### src/rtl/cnn_div_seq_22s_8u.sv
// Sequential restoring divider: signed dividend / unsigned divisor.
// Produces a saturated signed quotient (truncated toward zero) and a
// remainder that carries the dividend's sign. One quotient bit per cycle,
// block-level start/done/idle/ready handshake.
module cnn_div_seq_22s_8u #(
    parameter int unsigned DIVIDEND_WIDTH = 22,
    parameter int unsigned DIVISOR_WIDTH  = 8,
    parameter int unsigned QUOTIENT_WIDTH = 14
) (
    input  logic                             ap_clk,
    input  logic                             ap_rst_n,
    input  logic                             ap_start,
    output logic                             ap_ready,
    output logic                             ap_idle,
    output logic                             ap_done,
    input  logic signed [DIVIDEND_WIDTH-1:0] din0,
    input  logic        [DIVISOR_WIDTH-1:0]  din1,
    output logic signed [QUOTIENT_WIDTH-1:0] dout,
    output logic signed [DIVISOR_WIDTH:0]    rem_out,
    output logic                             ovf,
    output logic                             div_by_zero
);

    localparam int unsigned DW = DIVIDEND_WIDTH;
    localparam int unsigned DS = DIVISOR_WIDTH;
    localparam int unsigned QW = QUOTIENT_WIDTH;
    localparam int unsigned RW = DIVISOR_WIDTH + 1;
    localparam int unsigned CW = $clog2(DIVIDEND_WIDTH);

    // Largest positive quotient and most negative quotient in QW bits.
    localparam logic [QW-1:0] Q_MAX = {1'b0, {(QW-1){1'b1}}};
    localparam logic [QW-1:0] Q_MIN = {1'b1, {(QW-1){1'b0}}};
    // Magnitude limits of the unsigned quotient before saturation kicks in.
    localparam logic [DW-1:0] POS_LIM = {{(DW-QW+1){1'b0}}, {(QW-1){1'b1}}};
    localparam logic [DW-1:0] NEG_LIM = POS_LIM + DW'(1);

    typedef enum logic [1:0] {
        S_IDLE,
        S_CALC,
        S_DONE
    } state_t;

    state_t          r_state;
    state_t          w_state_nxt;

    logic            w_load;
    logic            w_step;
    logic            w_last;

    // Operand / working registers.
    logic            r_neg;
    logic [DW-1:0]   r_dvd;      // dividend magnitude, shifts out MSB-first, quotient shifts in
    logic [DS-1:0]   r_dsr;
    logic [DS-1:0]   r_rem;      // partial remainder, always below the divisor
    logic [CW-1:0]   r_cnt;

    // Result registers.
    logic [QW-1:0]   r_dout;
    logic [RW-1:0]   r_rem_out;
    logic            r_ovf;
    logic            r_dbz;

    // Combinational datapath.
    logic [DW-1:0]   w_din0_u;
    logic [DW-1:0]   w_abs;
    logic [RW-1:0]   w_trial;
    logic            w_ge;
    logic [RW-1:0]   w_rem_nxt;
    logic [DW-1:0]   w_quo_nxt;
    logic [QW-1:0]   w_q_mag;
    logic [QW-1:0]   w_q_sgn;
    logic [RW-1:0]   w_rem_sgn;
    logic [QW-1:0]   w_dout;
    logic [RW-1:0]   w_rem_res;
    logic            w_ovf;
    logic            w_dbz;

    // Magnitude of the incoming dividend; the most negative value maps to 2^(DW-1).
    assign w_din0_u = din0;
    assign w_abs    = din0[DW-1] ? (~w_din0_u + DW'(1)) : w_din0_u;

    // One restoring step: shift in the next dividend bit, subtract if it fits.
    assign w_trial   = {r_rem, r_dvd[DW-1]};
    assign w_ge      = (w_trial >= {1'b0, r_dsr});
    assign w_rem_nxt = w_ge ? (w_trial - {1'b0, r_dsr}) : w_trial;
    assign w_quo_nxt = {r_dvd[DW-2:0], w_ge};

    assign w_last    = (r_cnt == CW'(DW - 1));

    // Signed forms of the final step's quotient and remainder.
    assign w_q_mag   = w_quo_nxt[QW-1:0];
    assign w_q_sgn   = r_neg ? (~w_q_mag + QW'(1)) : w_q_mag;
    assign w_rem_sgn = r_neg ? (~w_rem_nxt + RW'(1)) : w_rem_nxt;

    // Result selection: divide-by-zero, saturation, or the plain signed quotient.
    always_comb begin
        w_dout    = w_q_sgn;
        w_rem_res = w_rem_sgn;
        w_ovf     = 1'b0;
        w_dbz     = 1'b0;
        if (r_dsr == '0) begin
            w_dbz     = 1'b1;
            w_rem_res = '0;
            w_dout    = r_neg ? Q_MIN : Q_MAX;
        end else if (!r_neg && (w_quo_nxt > POS_LIM)) begin
            w_dout = Q_MAX;
            w_ovf  = 1'b1;
        end else if (r_neg && (w_quo_nxt > NEG_LIM)) begin
            w_dout = Q_MIN;
            w_ovf  = 1'b1;
        end
    end

    // FSM state register.
    always_ff @(posedge ap_clk or negedge ap_rst_n) begin
        if (!ap_rst_n) begin
            r_state <= S_IDLE;
        end else begin
            r_state <= w_state_nxt;
        end
    end

    // FSM next-state and handshake outputs.
    always_comb begin
        w_state_nxt = r_state;
        ap_idle     = 1'b0;
        ap_ready    = 1'b0;
        ap_done     = 1'b0;
        w_load      = 1'b0;
        w_step      = 1'b0;
        case (r_state)
            S_IDLE: begin
                ap_idle  = 1'b1;
                ap_ready = ap_start;
                if (ap_start) begin
                    w_load      = 1'b1;
                    w_state_nxt = S_CALC;
                end
            end
            S_CALC: begin
                w_step = 1'b1;
                if (w_last) begin
                    w_state_nxt = S_DONE;
                end
            end
            S_DONE: begin
                ap_done     = 1'b1;
                w_state_nxt = S_IDLE;
            end
            default: begin
                w_state_nxt = S_IDLE;
            end
        endcase
    end

    // Operand capture on acceptance, then one division step per CALC cycle.
    always_ff @(posedge ap_clk or negedge ap_rst_n) begin
        if (!ap_rst_n) begin
            r_neg <= 1'b0;
            r_dvd <= '0;
            r_dsr <= '0;
            r_rem <= '0;
            r_cnt <= '0;
        end else if (w_load) begin
            r_neg <= din0[DW-1];
            r_dvd <= w_abs;
            r_dsr <= din1;
            r_rem <= '0;
            r_cnt <= '0;
        end else if (w_step) begin
            r_dvd <= w_quo_nxt;
            r_rem <= w_rem_nxt[DS-1:0];
            r_cnt <= r_cnt + CW'(1);
        end
    end

    // Results are registered on the last step and held until the next one.
    always_ff @(posedge ap_clk or negedge ap_rst_n) begin
        if (!ap_rst_n) begin
            r_dout    <= '0;
            r_rem_out <= '0;
            r_ovf     <= 1'b0;
            r_dbz     <= 1'b0;
        end else if (w_step && w_last) begin
            r_dout    <= w_dout;
            r_rem_out <= w_rem_res;
            r_ovf     <= w_ovf;
            r_dbz     <= w_dbz;
        end
    end

    assign dout        = r_dout;
    assign rem_out     = r_rem_out;
    assign ovf         = r_ovf;
    assign div_by_zero = r_dbz;

endmodule

### config.mk
export PLATFORM = sky130hd
export DESIGN_NAME = cnn_div_seq_22s_8u
export DESIGN_NICKNAME = d
export VERILOG_FILES = /design/src/rtl/cnn_div_seq_22s_8u.sv
export SDC_FILE = /design/constraint.sdc
export NUM_CORES = 1
export LEC_CHECK = 0
export CAP_MARGIN = 20
export CORE_ASPECT_RATIO = 0.75
export CORE_UTILIZATION = 40
export DETAILED_ROUTE_END_ITERATION = 8
export PLACE_DENSITY = 0.62
export SYNTH_ARGS = -nofsm -noshare
export SYNTH_HDL_FRONTEND = slang
export SYNTH_SLANG_ARGS = --single-unit
export TNS_END_PERCENT = 100
### constraint.sdc
create_clock -name ap_clk -period 4.9 [get_ports ap_clk]
set_input_delay 1.47 -clock ap_clk [delete_from_list [all_inputs] [get_ports ap_clk]]
set_output_delay 1.47 -clock ap_clk [all_outputs]
set_load 0.01 [all_outputs]
==> run_summary.xml, run 1 <==
<?xml version="1.0" encoding="UTF-8"?>
<metrics>
  <group name="place">
    <metric name="hpwl" unit="mm">8.88</metric>
    <metric name="gpl.final_weighted_congestion" unit="">0.892</metric>
    <metric name="cell_area_reported_after_detailed_placement" unit="um^2">5290</metric>
    <metric name="port_buffer_count" unit="">60</metric>
  </group>
  <group name="timing">
    <metric name="min_period_over_period" unit="">0.826</metric>
    <metric name="final.min_clock_period" unit="ns">4.05</metric>
    <metric name="fin_skew" unit="ns">0.00597</metric>
    <metric name="slew_headroom" unit="">0.438</metric>
    <metric name="setup_total_negative_slack" unit="ns">0</metric>
    <metric name="max_freq" unit="GHz">0.247</metric>
    <metric name="maxSlewViolCount" unit="">0</metric>
    <metric name="setup_viol" unit="">0</metric>
    <metric name="hold_viol_final" unit="">0</metric>
    <metric name="grt_setup_unrepaired" unit="">no</metric>
    <metric name="tightest_slew" unit="ns">0.842</metric>
  </group>
  <group name="pwr">
    <metric name="p_sw_frac" unit="">0.462</metric>
    <metric name="p_comb_frac" unit="">0.565</metric>
    <metric name="worst_ir_drop_vdd" unit="mV">0.279</metric>
    <metric name="leakagePower" unit="nW">2.28</metric>
    <metric name="clockPowerShare" unit="">0.158</metric>
    <metric name="net-switching-power" unit="W">0.00196</metric>
    <metric name="p_per_area" unit="nW/um^2">757</metric>
    <metric name="pwr-share-seq" unit="">0.278</metric>
    <metric name="cell_internal_pwr" unit="W">0.00228</metric>
  </group>
  <group name="drt">
    <metric name="routed_wire_length_per_instance" unit="um">16.2</metric>
    <metric name="via_count" unit="">4255</metric>
    <metric name="final_antenna_net_count" unit="">0</metric>
    <metric name="detail_route.wirelength" unit="mm">12.2</metric>
    <metric name="firstDrtPassIters" unit="">5</metric>
    <metric name="drt_iter0_markers" unit="">287</metric>
    <metric name="detail_route.drc_violations" unit="">0</metric>
    <metric name="avgViaCountPerCell" unit="">5.68</metric>
  </group>
  <group name="logic_synthesis">
    <metric name="most_instantiated_library_cell_after_synthesis" unit="">nand2_1</metric>
    <metric name="synth_largest_type_area_fraction" unit="">0.387</metric>
    <metric name="ys_seq_elements" unit="">71</metric>
    <metric name="synth_flop_cell" unit="">dfrtp_1</metric>
    <metric name="post_synth_inst_count" unit="">558</metric>
    <metric name="post_synth.cell_area_avg" unit="um^2">8.23</metric>
    <metric name="synth_nets" unit="">605</metric>
    <metric name="synth-edff-count" unit="">0</metric>
    <metric name="synth.top_cells.by_count" unit="">93 x nand2_1, 71 x dfrtp_1, 50 x o21ai_0</metric>
    <metric name="async_flop_share" unit="">1.00</metric>
    <metric name="netlist.top_cell.by_area" unit="">dfrtp_1</metric>
    <metric name="netlist_top_cells_area" unit="">dfrtp_1 39%, nand2_1 7.6%, o21ai_0 5.5%</metric>
    <metric name="synth.lib_cells_used.distinct" unit="">61</metric>
    <metric name="synth.yosys.seq_area_share" unit="">0.387</metric>
    <metric name="synth-warning-count" unit="">0</metric>
    <metric name="synthesis.area" unit="um^2">4590</metric>
  </group>
  <group name="hold_path">
    <metric name="min-delay-path-class" unit="">register to register</metric>
    <metric name="min-delay-start" unit="">dout[1]</metric>
  </group>
  <group name="clock_network">
    <metric name="post_cts_resize_count" unit="">0</metric>
    <metric name="tritoncts" unit="">yes</metric>
    <metric name="cts-hold-fix-buffers" unit="">0</metric>
    <metric name="numClockSinks" unit="">71</metric>
    <metric name="numCtsBuffers" unit="">9</metric>
    <metric name="clock_path_buffers" unit="">2</metric>
    <metric name="clk_root_buffer_cell" unit="">clkbuf_16</metric>
    <metric name="post_cts_buffers" unit="">0</metric>
    <metric name="clkSlewWorstSetupHoldPaths" unit="ns">0.05</metric>
    <metric name="clkLatencyLatePin" unit="ns">0.34</metric>
    <metric name="ctsHtreeMaxLevel" unit="">3</metric>
  </group>
  <group name="grt">
    <metric name="grt_overflow" unit="">0</metric>
    <metric name="track_usage" unit="">0.217</metric>
    <metric name="global_route_wire_length_before_repair" unit="mm">20.1</metric>
    <metric name="grt_antenna_before_repair" unit="">0</metric>
    <metric name="grt_start_max_net_pins" unit="">51</metric>
    <metric name="vias_in_the_first_global_route" unit="">3840</metric>
  </group>
  <group name="floorplanning">
    <metric name="floorplan.die.width" unit="um">126</metric>
    <metric name="boundaryPins" unit="">61</metric>
    <metric name="num_rows" unit="">33</metric>
    <metric name="placeableCoreArea" unit="um^2">11100</metric>
    <metric name="start_util" unit="">0.415</metric>
    <metric name="dieHeight" unit="um">94.8</metric>
    <metric name="die_area" unit="um^2">11900</metric>
  </group>
  <group name="setup_path">
    <metric name="list_of_cells_traversed_by_the_critical_path" unit="">clkdlybuf4s50_1 -&gt; nand2_1 -&gt; clkinv_1 -&gt; clkdlybuf4s50_1</metric>
    <metric name="timing.critical_path.max_delay_family" unit="">buffers and inverters</metric>
    <metric name="cp_endpoint_kind" unit="">primary output</metric>
    <metric name="critical-path-max-stage-delay" unit="ns">0.53</metric>
    <metric name="crit_path_start" unit="">ap_start</metric>
    <metric name="required" unit="ns">3.43</metric>
    <metric name="path_buf_inv" unit="">3</metric>
    <metric name="worst_ep_arrival_time" unit="ns">2.58</metric>
    <metric name="cpMostUsedCell" unit="">clkdlybuf4s50_1</metric>
    <metric name="r2r_slack" unit="ns">1.03</metric>
    <metric name="worst-setup-path-type" unit="">input port to primary output</metric>
    <metric name="worstReg2RegStart" unit="">r_dvd[21]</metric>
    <metric name="crit_slowest_cell" unit="">clkdlybuf4s50_1</metric>
    <metric name="path_max_fanout" unit="">2</metric>
    <metric name="critical_path.startpoint_type" unit="">input port</metric>
  </group>
  <group name="finish">
    <metric name="final_util" unit="">0.506</metric>
    <metric name="post_route_cells_drive_above_1_share" unit="">0.0525</metric>
    <metric name="antenna-diode-count" unit="">0</metric>
    <metric name="syn_to_final_growth" unit="%">22.0</metric>
    <metric name="layout.nets" unit="">651</metric>
    <metric name="final_area" unit="um^2">5600</metric>
  </group>
  <group name="job">
    <metric name="drv.max_cap_violation_count" unit="">0</metric>
  </group>
  <group name="outcome">
    <metric name="outcome" unit="">finished, final reports clean</metric>
  </group>
</metrics>
[state kept, by name, indices dropped and copies added, names as in the netlist, 2 cells and up]
| register | count |
|---|---|
| r_dvd | 22 |
| r_rem | 8 |
| dout | 14 |
| r_cnt | 5 |
| rem_out | 9 |
| r_state | 2 |
| r_dsr | 8 |
[kinds of logic after synthesis]
family,share of synthesized area
muxes,0.0134
and+or+nand+nor,0.224
adders and majority gates,0.0398
AOI/OAI and AO/OA,0.216
xor gates and xnor gates,0.0725
buffers and inverters,0.0469
DFF,0.387
[layout by cell type (no fill, tap or decap), drive strengths merged, types with 10 or more instances in the layout]
cell	netlist	layout
ha	13	13
nor2	35	35
nor3	17	17
xor2	14	14
nor4	10	10
dfrtp	71	71
clkdlybuf4s50	0	59
clkbuf	29	12
o21ai	53	53
inv	21	21
nand3	19	19
o31ai	12	12
a31oi	16	16
xnor2	24	24
a21oi	28	28
nand2	94	94
[power groups by stage]
stage | Combinational, W | Clock (W) | Sequential [W]
2_1_floorplan | 0.00174 | 0 | 0.00107
3_3_place_gp | 0.00232 | 0 | 0.00117
3_5_place_dp | 0.00235 | 0 | 0.00118
4_1_cts | 0.00237 | 0.000683 | 0.00117
5_1_grt | 0.00268 | 0.000705 | 0.00122
6_report | 0.00239 | 0.000668 | 0.00118
[per-layer routing]
| metal | vias to the layer above | global-route usage | part of all wire |
|---|---|---|---|
| met4 | 0 | 0.0518 | 0.0084 |
| li1 | 2096 | - | - |
| met1 | 2008 | 0.336 | 0.53 |
| met3 | 11 | 0.0493 | 0.064 |
| met5 | - | 0 | 0 |
| met2 | 140 | 0.300 | 0.40 |
[per-stage QoR]
stage	instances	hold WS, ns	setup WS, ns	power (W)
2_1_floorplan	558	0.450	1.27	0.00281
3_3_place_gp	733	0.461	0.840	0.00350
3_5_place_dp	733	0.474	0.851	0.00353
4_1_cts	749	0.487	0.842	0.00422
5_1_grt	749	0.520	0.766	0.00461
6_report	749	0.481	0.852	0.00424
[worst paths after layout]
check                             end  cells after the start
setup reg to reg             dout[13]                     14
hold / removal                dout[1]                      2
max in group asynchronous   r_dvd[10]                      2
hold reg to reg               dout[1]                      2
setup / recovery             ap_ready                      4
min in group asynchronous  rem_out[7]                      1
[cell type report]
class / count / area, um^2
fill: 1049 / 5460
multi-input combinational: 432 / 2600
sequential: 71 / 1780
timing repair buffer: 68 / 656
clock buffer: 12 / 256
tap: 140 / 175
inverter: 22 / 82.6
clock inverter: 4 / 53.8
[worst register-to-register path, delay by kind of cell (launching register included)]
kind                       cells  cell delay (ns)
and+or+nand+nor                6             1.23
buffers and inverters          2             0.33
AOI/OAI and AO/OA              4             1.14
adders and majority gates      2             0.61
DFF                            1             0.43
Power figures use the tool's default switching activity.
==> inputs of run 2 (changes only) <==
Clock period 4.9 ns to 4 ns, I/O delays scaled along.
==> run 2 against run 1 <==
  * Clock power is 9.9% higher
  * Sequential power is 24% higher
  * Die area stayed put
  * Routed wire length is 2.9% higher
  * Combinational power is 25% higher
  * Non-clock buffer count is 4 higher
  * Utilization hardly changed
  * Final cell count is 0.27% higher
  * Power is 22% higher
  * Count of clock-buffer cells in the layout is 1 higher
  * Largest power group unchanged
  * Highest routed layer unchanged
==> run_summary.xml, run 2 (synthesis results as in run 1) <==
<?xml version="1.0" encoding="UTF-8"?>
<metrics>
  <group name="timing">
    <metric name="setup_total_negative_slack" unit="ns">0</metric>
    <metric name="grt_setup_unrepaired" unit="">no</metric>
    <metric name="min_period_over_period" unit="">0.878</metric>
    <metric name="maxSlewViolCount" unit="">0</metric>
    <metric name="slew_headroom" unit="">0.435</metric>
    <metric name="final.min_clock_period" unit="ns">3.51</metric>
    <metric name="setup_viol" unit="">0</metric>
    <metric name="tightest_slew" unit="ns">0.848</metric>
    <metric name="final_critical_path_setup_slack" unit="ns">0.487</metric>
    <metric name="max_freq" unit="GHz">0.285</metric>
    <metric name="fin_skew" unit="ns">0.00682</metric>
    <metric name="hold_viol_final" unit="">0</metric>
  </group>
  <group name="floorplanning">
    <metric name="placeableCoreArea" unit="um^2">11100</metric>
    <metric name="floorplan.die.width" unit="um">126</metric>
    <metric name="num_rows" unit="">33</metric>
    <metric name="dieHeight" unit="um">94.8</metric>
    <metric name="boundaryPins" unit="">61</metric>
    <metric name="start_util" unit="">0.415</metric>
    <metric name="die_area" unit="um^2">11900</metric>
  </group>
  <group name="clock_network">
    <metric name="ctsHtreeMaxLevel" unit="">3</metric>
    <metric name="clkLatencyLatePin" unit="ns">0.34</metric>
    <metric name="post_cts_resize_count" unit="">0</metric>
    <metric name="post_cts_buffers" unit="">0</metric>
    <metric name="numClockSinks" unit="">71</metric>
    <metric name="tritoncts" unit="">yes</metric>
    <metric name="cts-hold-fix-buffers" unit="">0</metric>
    <metric name="clkSlewWorstSetupHoldPaths" unit="ns">0.05</metric>
    <metric name="numCtsBuffers" unit="">9</metric>
    <metric name="clock_path_buffers" unit="">2</metric>
    <metric name="clk_root_buffer_cell" unit="">clkbuf_16</metric>
  </group>
  <group name="place">
    <metric name="dpl_worst_slack" unit="ns">0.446</metric>
    <metric name="gpl.final_weighted_congestion" unit="">0.909</metric>
    <metric name="cell_area_reported_after_detailed_placement" unit="um^2">5330</metric>
    <metric name="port_buffer_count" unit="">60</metric>
    <metric name="hpwl" unit="mm">8.98</metric>
  </group>
  <group name="setup_path">
    <metric name="worstReg2RegStart" unit="">r_rem[3]</metric>
    <metric name="destination_of_the_worst_register_to_register_timing_path" unit="">dout[13]</metric>
    <metric name="required" unit="ns">2.80</metric>
    <metric name="path_max_fanout" unit="">2</metric>
    <metric name="crit_slowest_cell" unit="">clkdlybuf4s50_1</metric>
    <metric name="path_buf_inv" unit="">3</metric>
    <metric name="r2r_slack" unit="ns">0.52</metric>
    <metric name="crit_cells" unit="">4</metric>
    <metric name="cpMostUsedCell" unit="">clkdlybuf4s50_1</metric>
    <metric name="critical_path.startpoint_type" unit="">input port</metric>
    <metric name="r2r.worst_path.cells" unit="">13</metric>
    <metric name="list_of_cells_traversed_by_the_critical_path" unit="">clkdlybuf4s50_1 -&gt; nand2_1 -&gt; clkinv_1 -&gt; clkdlybuf4s50_1</metric>
    <metric name="timing.critical_path.max_delay_family" unit="">buffers and inverters</metric>
    <metric name="worst_ep_arrival_time" unit="ns">2.31</metric>
    <metric name="worst-setup-path-type" unit="">input port to primary output</metric>
    <metric name="cp_endpoint_kind" unit="">primary output</metric>
    <metric name="critical-path-max-stage-delay" unit="ns">0.53</metric>
  </group>
  <group name="pwr">
    <metric name="p_per_area" unit="nW/um^2">924</metric>
    <metric name="worst_ir_drop_vdd" unit="mV">0.419</metric>
    <metric name="leakagePower" unit="nW">2.29</metric>
  </group>
  <group name="finish">
    <metric name="mostFrequentLayoutCell" unit="">nand2_1</metric>
    <metric name="final_util" unit="">0.506</metric>
    <metric name="layout.nets" unit="">655</metric>
    <metric name="antenna-diode-count" unit="">0</metric>
    <metric name="mostFrequentLayoutCells" unit="">93 x nand2_1, 71 x dfrtp_1, 59 x clkdlybuf4s50_1</metric>
    <metric name="largest_reg_flops" unit="">22</metric>
    <metric name="post_route_cells_drive_above_1_share" unit="">0.0540</metric>
    <metric name="syn_to_final_growth" unit="%">22.0</metric>
    <metric name="final_area" unit="um^2">5600</metric>
    <metric name="regMostFlops" unit="">r_dvd</metric>
  </group>
  <group name="hold_path">
    <metric name="min-delay-path-class" unit="">register to register</metric>
    <metric name="hold_path_end" unit="">ovf</metric>
    <metric name="min-delay-start" unit="">ovf</metric>
    <metric name="holdPathStages" unit="">2</metric>
  </group>
  <group name="drt">
    <metric name="via_count" unit="">4311</metric>
    <metric name="detail_route.wirelength" unit="mm">12.5</metric>
    <metric name="drt_iter0_markers" unit="">382</metric>
    <metric name="final_antenna_net_count" unit="">0</metric>
    <metric name="firstDrtPassIters" unit="">5</metric>
    <metric name="routed_wire_length_per_instance" unit="um">16.7</metric>
    <metric name="detail_route.drc_violations" unit="">0</metric>
    <metric name="avgViaCountPerCell" unit="">5.74</metric>
  </group>
  <group name="grt">
    <metric name="global_route_wire_length_before_repair" unit="mm">20.6</metric>
    <metric name="grt_overflow" unit="">0</metric>
    <metric name="grt_antenna_before_repair" unit="">0</metric>
    <metric name="vias_in_the_first_global_route" unit="">3933</metric>
    <metric name="grt_start_max_net_pins" unit="">51</metric>
    <metric name="track_usage" unit="">0.223</metric>
  </group>
  <group name="job">
    <metric name="drv.max_cap_violation_count" unit="">0</metric>
  </group>
  <group name="outcome">
    <metric name="outcome" unit="">finished, final reports clean</metric>
  </group>
</metrics>
==> run 2: cell types whose count changed in the layout (fill, tap and decap cells not counted) <==
cell	previous run	this run
buf_12	0	1
buf_4	8	11
bufinv_16	1	0
clkbuf_1	1	2
clkinv_2	0	1
clkinv_4	1	0
clkinvlp_4	2	0
==> run 2: power by group <==
part           switching [W]  internal [W]  total, W
Combinational        0.00172       0.00127   0.00299
Sequential          0.000407       0.00105   0.00146
Clock               0.000288      0.000446  0.000734
Total                0.00242       0.00276   0.00518
==> run 2: worst max path at each step <==
stage,from,slack (ns),endpoint
floorplan,r_dvd[21],0.37,dout[2]
global placement,din0[8],0.47,r_dvd[18]
detailed placement,din0[8],0.45,r_dvd[18]
CTS,ap_start,0.47,ap_ready
global route,r_rem[5],0.23,dout[0]
finish,ap_start,0.49,ap_ready
==> run 2: layout make-up <==
class	count	area, um^2
Fill cell	1044	5470
Multi-Input combinational cell	432	2600
Sequential cell	71	1780
Timing Repair Buffer	72	698
Clock buffer	13	260
Tap cell	140	175
Inverter	22	82.6
Clock inverter	1	5.00
==> run 2: per-layer routing <==
layer / wire (um) / global-route usage / vias up
met5: 0 / 0 / -
met4: 99 / 0.0559 / 0
met3: 683 / 0.0442 / 9
met2: 5100 / 0.312 / 148
met1: 6640 / 0.343 / 2046
li1: - / - / 2108
==> run 2: stage by stage <==
| step | hold WS [ns] | std cells | power, W |
|---|---|---|---|
| floorplan | 0.450 | 558 | 0.00345 |
| global placement | 0.463 | 737 | 0.00434 |
| detailed placement | 0.470 | 737 | 0.00440 |
| CTS | 0.482 | 751 | 0.00516 |
| global route | 0.507 | 751 | 0.00562 |
| finish | 0.473 | 751 | 0.00518 |
==> run 2: worst register-to-register path, cell delays in order, from the launching register on <==
cell and delay (ns):
dfrtp_1 0.44, ha_1 0.45, a21oi_1 0.22, a21oi_1 0.10
a21oi_2 0.14, nand2_2 0.07, inv_1 0.11, ha_1 0.23
nor3b_1 0.28, nand2_1 0.16, o41ai_1 0.45, nand2_1 0.24
nor2_1 0.31, a22oi_1 0.15
